$ cat src/rtl/alu_seq_ctrl.sv
// Command sequencer around one shared 8-bit add/sub datapath.
// Single-cycle arithmetic/logic ops plus an 8-iteration radix-2 Booth multiply.
module alu_seq_ctrl #(
  parameter int WIDTH = 8,
  parameter int OP_W  = 3
) (
  input  logic                 clk,
  input  logic                 rst_n,
  input  logic                 start,
  input  logic [OP_W-1:0]      op,
  input  logic [WIDTH-1:0]     a,
  input  logic [WIDTH-1:0]     b,
  output logic                 busy,
  output logic                 done,
  output logic [2*WIDTH-1:0]   result,
  output logic                 ovf,
  output logic                 zero
);

  localparam int CW = $clog2(WIDTH) + 1;

  localparam logic [OP_W-1:0] OP_ADD = OP_W'(0);
  localparam logic [OP_W-1:0] OP_SUB = OP_W'(1);
  localparam logic [OP_W-1:0] OP_AND = OP_W'(2);
  localparam logic [OP_W-1:0] OP_OR  = OP_W'(3);
  localparam logic [OP_W-1:0] OP_XOR = OP_W'(4);
  localparam logic [OP_W-1:0] OP_NEG = OP_W'(5);
  localparam logic [OP_W-1:0] OP_MUL = OP_W'(6);

  typedef enum logic [1:0] {IDLE, MUL, FIN} state_t;

  state_t               state, state_n;
  logic [WIDTH-1:0]     m, m_n;
  logic [WIDTH-1:0]     rb, rb_n;
  logic [OP_W-1:0]      rop, rop_n;
  logic [WIDTH:0]       acc, acc_n;
  logic [WIDTH-1:0]     q, q_n;
  logic                 q1, q1_n;
  logic [CW-1:0]        cnt, cnt_n;
  logic [2*WIDTH-1:0]   result_n;
  logic                 ovf_n, zero_n, done_n;

  logic [WIDTH:0]       add_a;
  logic [WIDTH-1:0]     add_b;
  logic                 add_sel;
  logic [WIDTH:0]       add_sum;
  logic [WIDTH:0]       acc_step;

  // One extra bit keeps the sum exact, so signed overflow is bit WIDTH vs bit WIDTH-1.
  assign add_sum = add_a + ({add_b[WIDTH-1], add_b} ^ {(WIDTH+1){add_sel}})
                 + {{WIDTH{1'b0}}, add_sel};

  assign busy = (state != IDLE);

  always_ff @(posedge clk) begin
    if (!rst_n) begin
      state  <= IDLE;
      m      <= '0;
      rb     <= '0;
      rop    <= '0;
      acc    <= '0;
      q      <= '0;
      q1     <= 1'b0;
      cnt    <= '0;
      result <= '0;
      ovf    <= 1'b0;
      zero   <= 1'b0;
      done   <= 1'b0;
    end else begin
      state  <= state_n;
      m      <= m_n;
      rb     <= rb_n;
      rop    <= rop_n;
      acc    <= acc_n;
      q      <= q_n;
      q1     <= q1_n;
      cnt    <= cnt_n;
      result <= result_n;
      ovf    <= ovf_n;
      zero   <= zero_n;
      done   <= done_n;
    end
  end

  always_comb begin
    state_n  = state;
    m_n      = m;
    rb_n     = rb;
    rop_n    = rop;
    acc_n    = acc;
    q_n      = q;
    q1_n     = q1;
    cnt_n    = cnt;
    result_n = result;
    ovf_n    = ovf;
    zero_n   = zero;
    done_n   = 1'b0;
    add_a    = '0;
    add_b    = '0;
    add_sel  = 1'b0;
    acc_step = '0;

    case (state)
      IDLE: begin
        if (start) begin
          m_n   = a;
          rb_n  = b;
          rop_n = op;
          if (op == OP_MUL) begin
            acc_n   = '0;
            q_n     = b;
            q1_n    = 1'b0;
            cnt_n   = '0;
            state_n = MUL;
          end else begin
            state_n = FIN;
          end
        end
      end

      FIN: begin
        done_n  = 1'b1;
        state_n = IDLE;
        ovf_n   = 1'b0;
        case (rop)
          OP_ADD: begin
            add_a = {m[WIDTH-1], m};
            add_b = rb;
          end
          OP_SUB: begin
            add_a   = {m[WIDTH-1], m};
            add_b   = rb;
            add_sel = 1'b1;
          end
          OP_NEG: begin
            add_b   = m;
            add_sel = 1'b1;
          end
          default: ;
        endcase
        case (rop)
          OP_ADD, OP_SUB, OP_NEG: begin
            result_n = {{WIDTH{add_sum[WIDTH-1]}}, add_sum[WIDTH-1:0]};
            ovf_n    = add_sum[WIDTH] ^ add_sum[WIDTH-1];
          end
          OP_AND:  result_n = {{WIDTH{1'b0}}, m & rb};
          OP_OR:   result_n = {{WIDTH{1'b0}}, m | rb};
          OP_XOR:  result_n = {{WIDTH{1'b0}}, m ^ rb};
          default: result_n = '0;
        endcase
        zero_n = (result_n == '0);
      end

      MUL: begin
        // Booth pair 10 subtracts M, 01 adds it; the adder subtracts only for 10.
        add_a    = acc;
        add_b    = m;
        add_sel  = q[0] & ~q1;
        acc_step = (q[0] ^ q1) ? add_sum : acc;
        acc_n    = {acc_step[WIDTH], acc_step[WIDTH:1]};
        q_n      = {acc_step[0], q[WIDTH-1:1]};
        q1_n     = q[0];
        cnt_n    = cnt + CW'(1);
        // The last iteration writes the product directly so done follows E8.
        if (cnt == CW'(WIDTH-1)) begin
          result_n = {acc_n[WIDTH-1:0], q_n};
          ovf_n    = 1'b0;
          zero_n   = (result_n == '0);
          done_n   = 1'b1;
          state_n  = IDLE;
        end
      end

      default: state_n = IDLE;
    endcase
  end

endmodule

$ cat config.mk
export PLATFORM = sky130hd
export DESIGN_NAME = alu_seq_ctrl
export DESIGN_NICKNAME = d
export VERILOG_FILES = /design/src/rtl/alu_seq_ctrl.sv
export SDC_FILE = /design/constraint.sdc
export NUM_CORES = 1
export LEC_CHECK = 0
export CAP_MARGIN = 10
export CORE_ASPECT_RATIO = 1.75
export CORE_MARGIN = 2
export CORE_UTILIZATION = 40
export DETAILED_ROUTE_END_ITERATION = 7
export GPL_ROUTABILITY_DRIVEN = 0
export GPL_TIMING_DRIVEN = 1
export PLACE_DENSITY = 0.63
export RECOVER_POWER = 25
export SYNTH_ARGS = -nofsm -noshare
export SYNTH_HDL_FRONTEND = slang
export SYNTH_SLANG_ARGS = --single-unit
$ cat constraint.sdc
create_clock -name clk -period 3.95 [get_ports clk]
set_clock_uncertainty 0.15 [all_clocks]
set_input_delay 0.5925 -clock clk [delete_from_list [all_inputs] [get_ports clk]]
set_output_delay 0.5925 -clock clk [all_outputs]
set_load 0.02 [all_outputs]
==> summary.txt <==
Synth
  • Cells after Synth: 511
  • Seq/Total Area, Yosys: just over 30%
  • Synth Flop Type: dfxtp_1
  • Post-synthesis adder-cell area fraction: 9.44%
  • FFs w/ async S/R, synth: 0%
  • Mapped Nets: 562
  • Top-count cell post-synth: nand2_1
  • Cell taking the most area after synthesis: dfxtp_1
  • Avg Cell Area, Syn: 7.68 um2
  • Post-synth EDFFs: 0
  • Synthesized area: a little under 0.004 mm2
  • Top cells by instance count after synthesis: 82 x nand2_1, 61 x dfxtp_1, 51 x nor2_1, 43 x a21oi_1, 29 x inv_1
  • Yosys top cell area share: 31.1%
  • Yosys reg bits: a little over 60
  • Largest family of logic cells by synthesized area: compound AO/OA/AOI/OAI gates
  • Post-synthesis simple-gate area fraction: 22.1%
  • Ys Warns: 0
  • Post-synthesis compound-gate area fraction: 25.6%
  • Distinct cells, synth: 59
  • Synth area leaders: dfxtp_1 31%, ha_1 8.9%, nand2_1 7.8%
  • Mux share of post-synthesis cell area: 2.55%
  • Post-synthesis xor/xnor area fraction: 2.90%

Clocking
  • # hold bufs at CTS: 0
  • Register clock-pin slew on the reported worst setup and hold paths: 60 ps
  • CTS tree: built
  • Clock Latency Late Sink: 340 ps
  • Clock root buffer master: clkbuf_16
  • CTS Buf Count: 9
  • CTS Buffer Depth: 2
  • H-tree levels: 3
  • Clk sink count: 61

Finish
  • Nets: around 610
  • Fill count: 917
  • Antenna Cells: 0
  • Layout cell share with drive strength beyond 1: 14.1%
  • Area growth syn-to-layout: 28.2%
  • Cell area after layout: a little over 0.005 mm2

Setup path
  • Worst R2R End: zero
  • Crit Path Class: reg -> reg
  • CP dominant cell by count: inv_2
  • Peak fanout along the critical path: 3
  • R2R setup slack: -30 ps
  • Setup crit end kind: flip-flop
  • Critical Path AT: 4070 ps
  • Worst R2R Start: state[0]
  • WP data required: 4040 ps
  • Crit path launch: state[0]
  • CP max-delay cell: or4_4
  • Delay-heaviest family, CP: simple AND/OR/NAND/NOR gates
  • Worst setup SP type: flip-flop
  • Register-to-Register Path Depth: 17
  • CP cell instances: inv_2 > ha_2 > and4b_1 > or2_4 > a22oi_2 > xnor2_1 > and2_4 > inv_2 > fa_2 > xor2_2 > o221ai_2 > a211o_1 > nand4b_1 > or4_4 > a2111oi_4 > a31oi_1 > o41ai_1
  • CP bufs+invs: 2
  • Slowest stage delay, CP: 450 ps

STA
  • Final hold vios: 0
  • Relative slew slack: between 50% and 60%
  • Pin slew with the least headroom to its limit: 698 ps
  • Max Slew Vio Count: 0
  • Final Setup Violations: 1
  • RSZ-0062 raised after global routing: yes
  • Worst Hold Slack: 300 ps
  • Worst setup margin: -31.6 ps
  • Final min period: 3980 ps
  • Crit share post-route: 101%
  • Max Clock Freq: 0.251 GHz
  • Setup TNS: -31.6 ps

Floorplan
  • Starting Density: 41.2%
  • Core footprint: 0.00953 mm2
  • IO Count: 42
  • Die width: 78.9 um
  • Die Y: 135 um
  • DIE AREA: 0.0106 mm2
  • Row cnt: 47

Power
  • Final Power: ~1.8 mW
  • Max VDD drop: ~0.00022 V
  • Power per Cell Area: roughly 360 mW/mm2
  • Leak pwr: 1.98 nW

Place
  • DP HPWL: 8.89 mm
  • Port bufs: 41
  • Placed cell areas: 0.00458 mm2
  • Setup WS pre-CTS: 1.19 ps

Run status
  • Status: complete, but fails checks
  • Failing checks: setup timing

Flow run
  • Max_cap viols: 0

Drt
  • Starting DRT DRC Count: between 200 and 250
  • Vias after detailed routing: 3,886
  • Via density: 5.64
  • Residual DRC: 0
  • Final wirelength: 11.7 mm
  • Final ANT Viol Nets: 0
  • DRT Pass-1 Iters: 4
  • Per-cell routed wire length: 17.0 um

Global route
  • Antenna violations before repair: 0
  • Global route total overflow: 0
  • Vias in the first global route: 3,773
  • Global-route wire length before repair: 18.8 mm
  • Pin count of the biggest net entering global routing: 33
  • Global-route usage over all layers: 22.9%

Min path
  • Worst hold path type: reg -> reg
  • WHS Endpoint: result[5]
  • Hold depth: 2
  • Critical hold path startpoint: result[5]
-- repair_timing --
action,4_1_cts,5_1_grt
setup endpoints to repair,1,15
pin swaps,2,14
endpoints found under the hold margin,0,0
resized for setup,2,19
buffers inserted,2,2
-- state kept, by name (all words and copies together), names as in the netlist, 2 cells and up --
name,cells
rb,8
m,8
cnt,4
q,8
state,2
result,16
rop,3
acc,8
-- layer usage --
metal | global-route usage (%) | routed length (um)
met5 | 0 | 0
met4 | 12.4 | 423
met3 | 3.41 | 498
met2 | 41.8 | 6330
met1 | 25.0 | 4460
-- worst max path at each step --
stage	end	slack (ps)	depth (start not counted)
2_1_floorplan	zero	6	18
6_report	zero	-30	17
3_3_place_gp	zero	90	17
5_1_grt	zero	-160	17
4_1_cts	zero	-2	16
3_5_place_dp	zero	1	17
-- metrics by stage --
step	instances	utilization [%]
final	689	52.8
after detailed placement	669	48.0
after floorplan	511	-
after CTS	687	51.8
after global routing	689	52.8
after global placement	669	48.0
-- tightest hold or removal path: cells and delay by family, from the launching register on --
kind	cells	cell delay, ps
flops	1	300
simple gates	2	100
-- layout by cell type, fill, tap and decap left out, types with 8 or more instances in the layout --
cell,count
nand2b_1,9
nand2_1,82
inv_1,27
o21ai_0,14
nor2_1,51
clkdlybuf4s50_1,22
a211oi_1,8
ha_1,25
buf_4,30
xor2_1,9
dlygate4sd3_1,19
dfxtp_1,60
a22oi_1,24
mux2i_1,10
a21oi_1,42
nand3_1,9
clkbuf_16,9
-- power breakdown --
group | switching, mW | leakage [nW] | internal [mW] | total [mW]
logic | 0.164 | 1.32 | 0.119 | 0.283
clock network | 0.293 | 0.162 | 0.587 | 0.880
registers | 0.0280 | 0.497 | 0.645 | 0.673
total | 0.485 | 1.98 | 1.35 | 1.84
-- logic make-up after synthesis --
family                     after synthesis
AOI/OAI and AO/OA                      146
xor gates and xnor gates                13
adders and majority gates               29
buffers and inverters                   61
DFF                                     61
muxes                                   10
and+or+nand+nor                        191
-- final cells by class --
| type | instances | area (um2) | area share, % |
|---|---|---|---|
| clock buffers | 11 | 253 | 5.02 |
| clock inverters | 5 | 81.3 | 1.62 |
| inverters | 29 | 109 | 2.16 |
| multi-input cells | 389 | 2560 | 50.8 |
| flip-flops and latches | 61 | 1220 | 24.3 |
| well taps | 122 | 153 | 3.03 |
| repair buffers | 72 | 656 | 13.0 |
No activity file was read; power rests on OpenSTA's default activity.
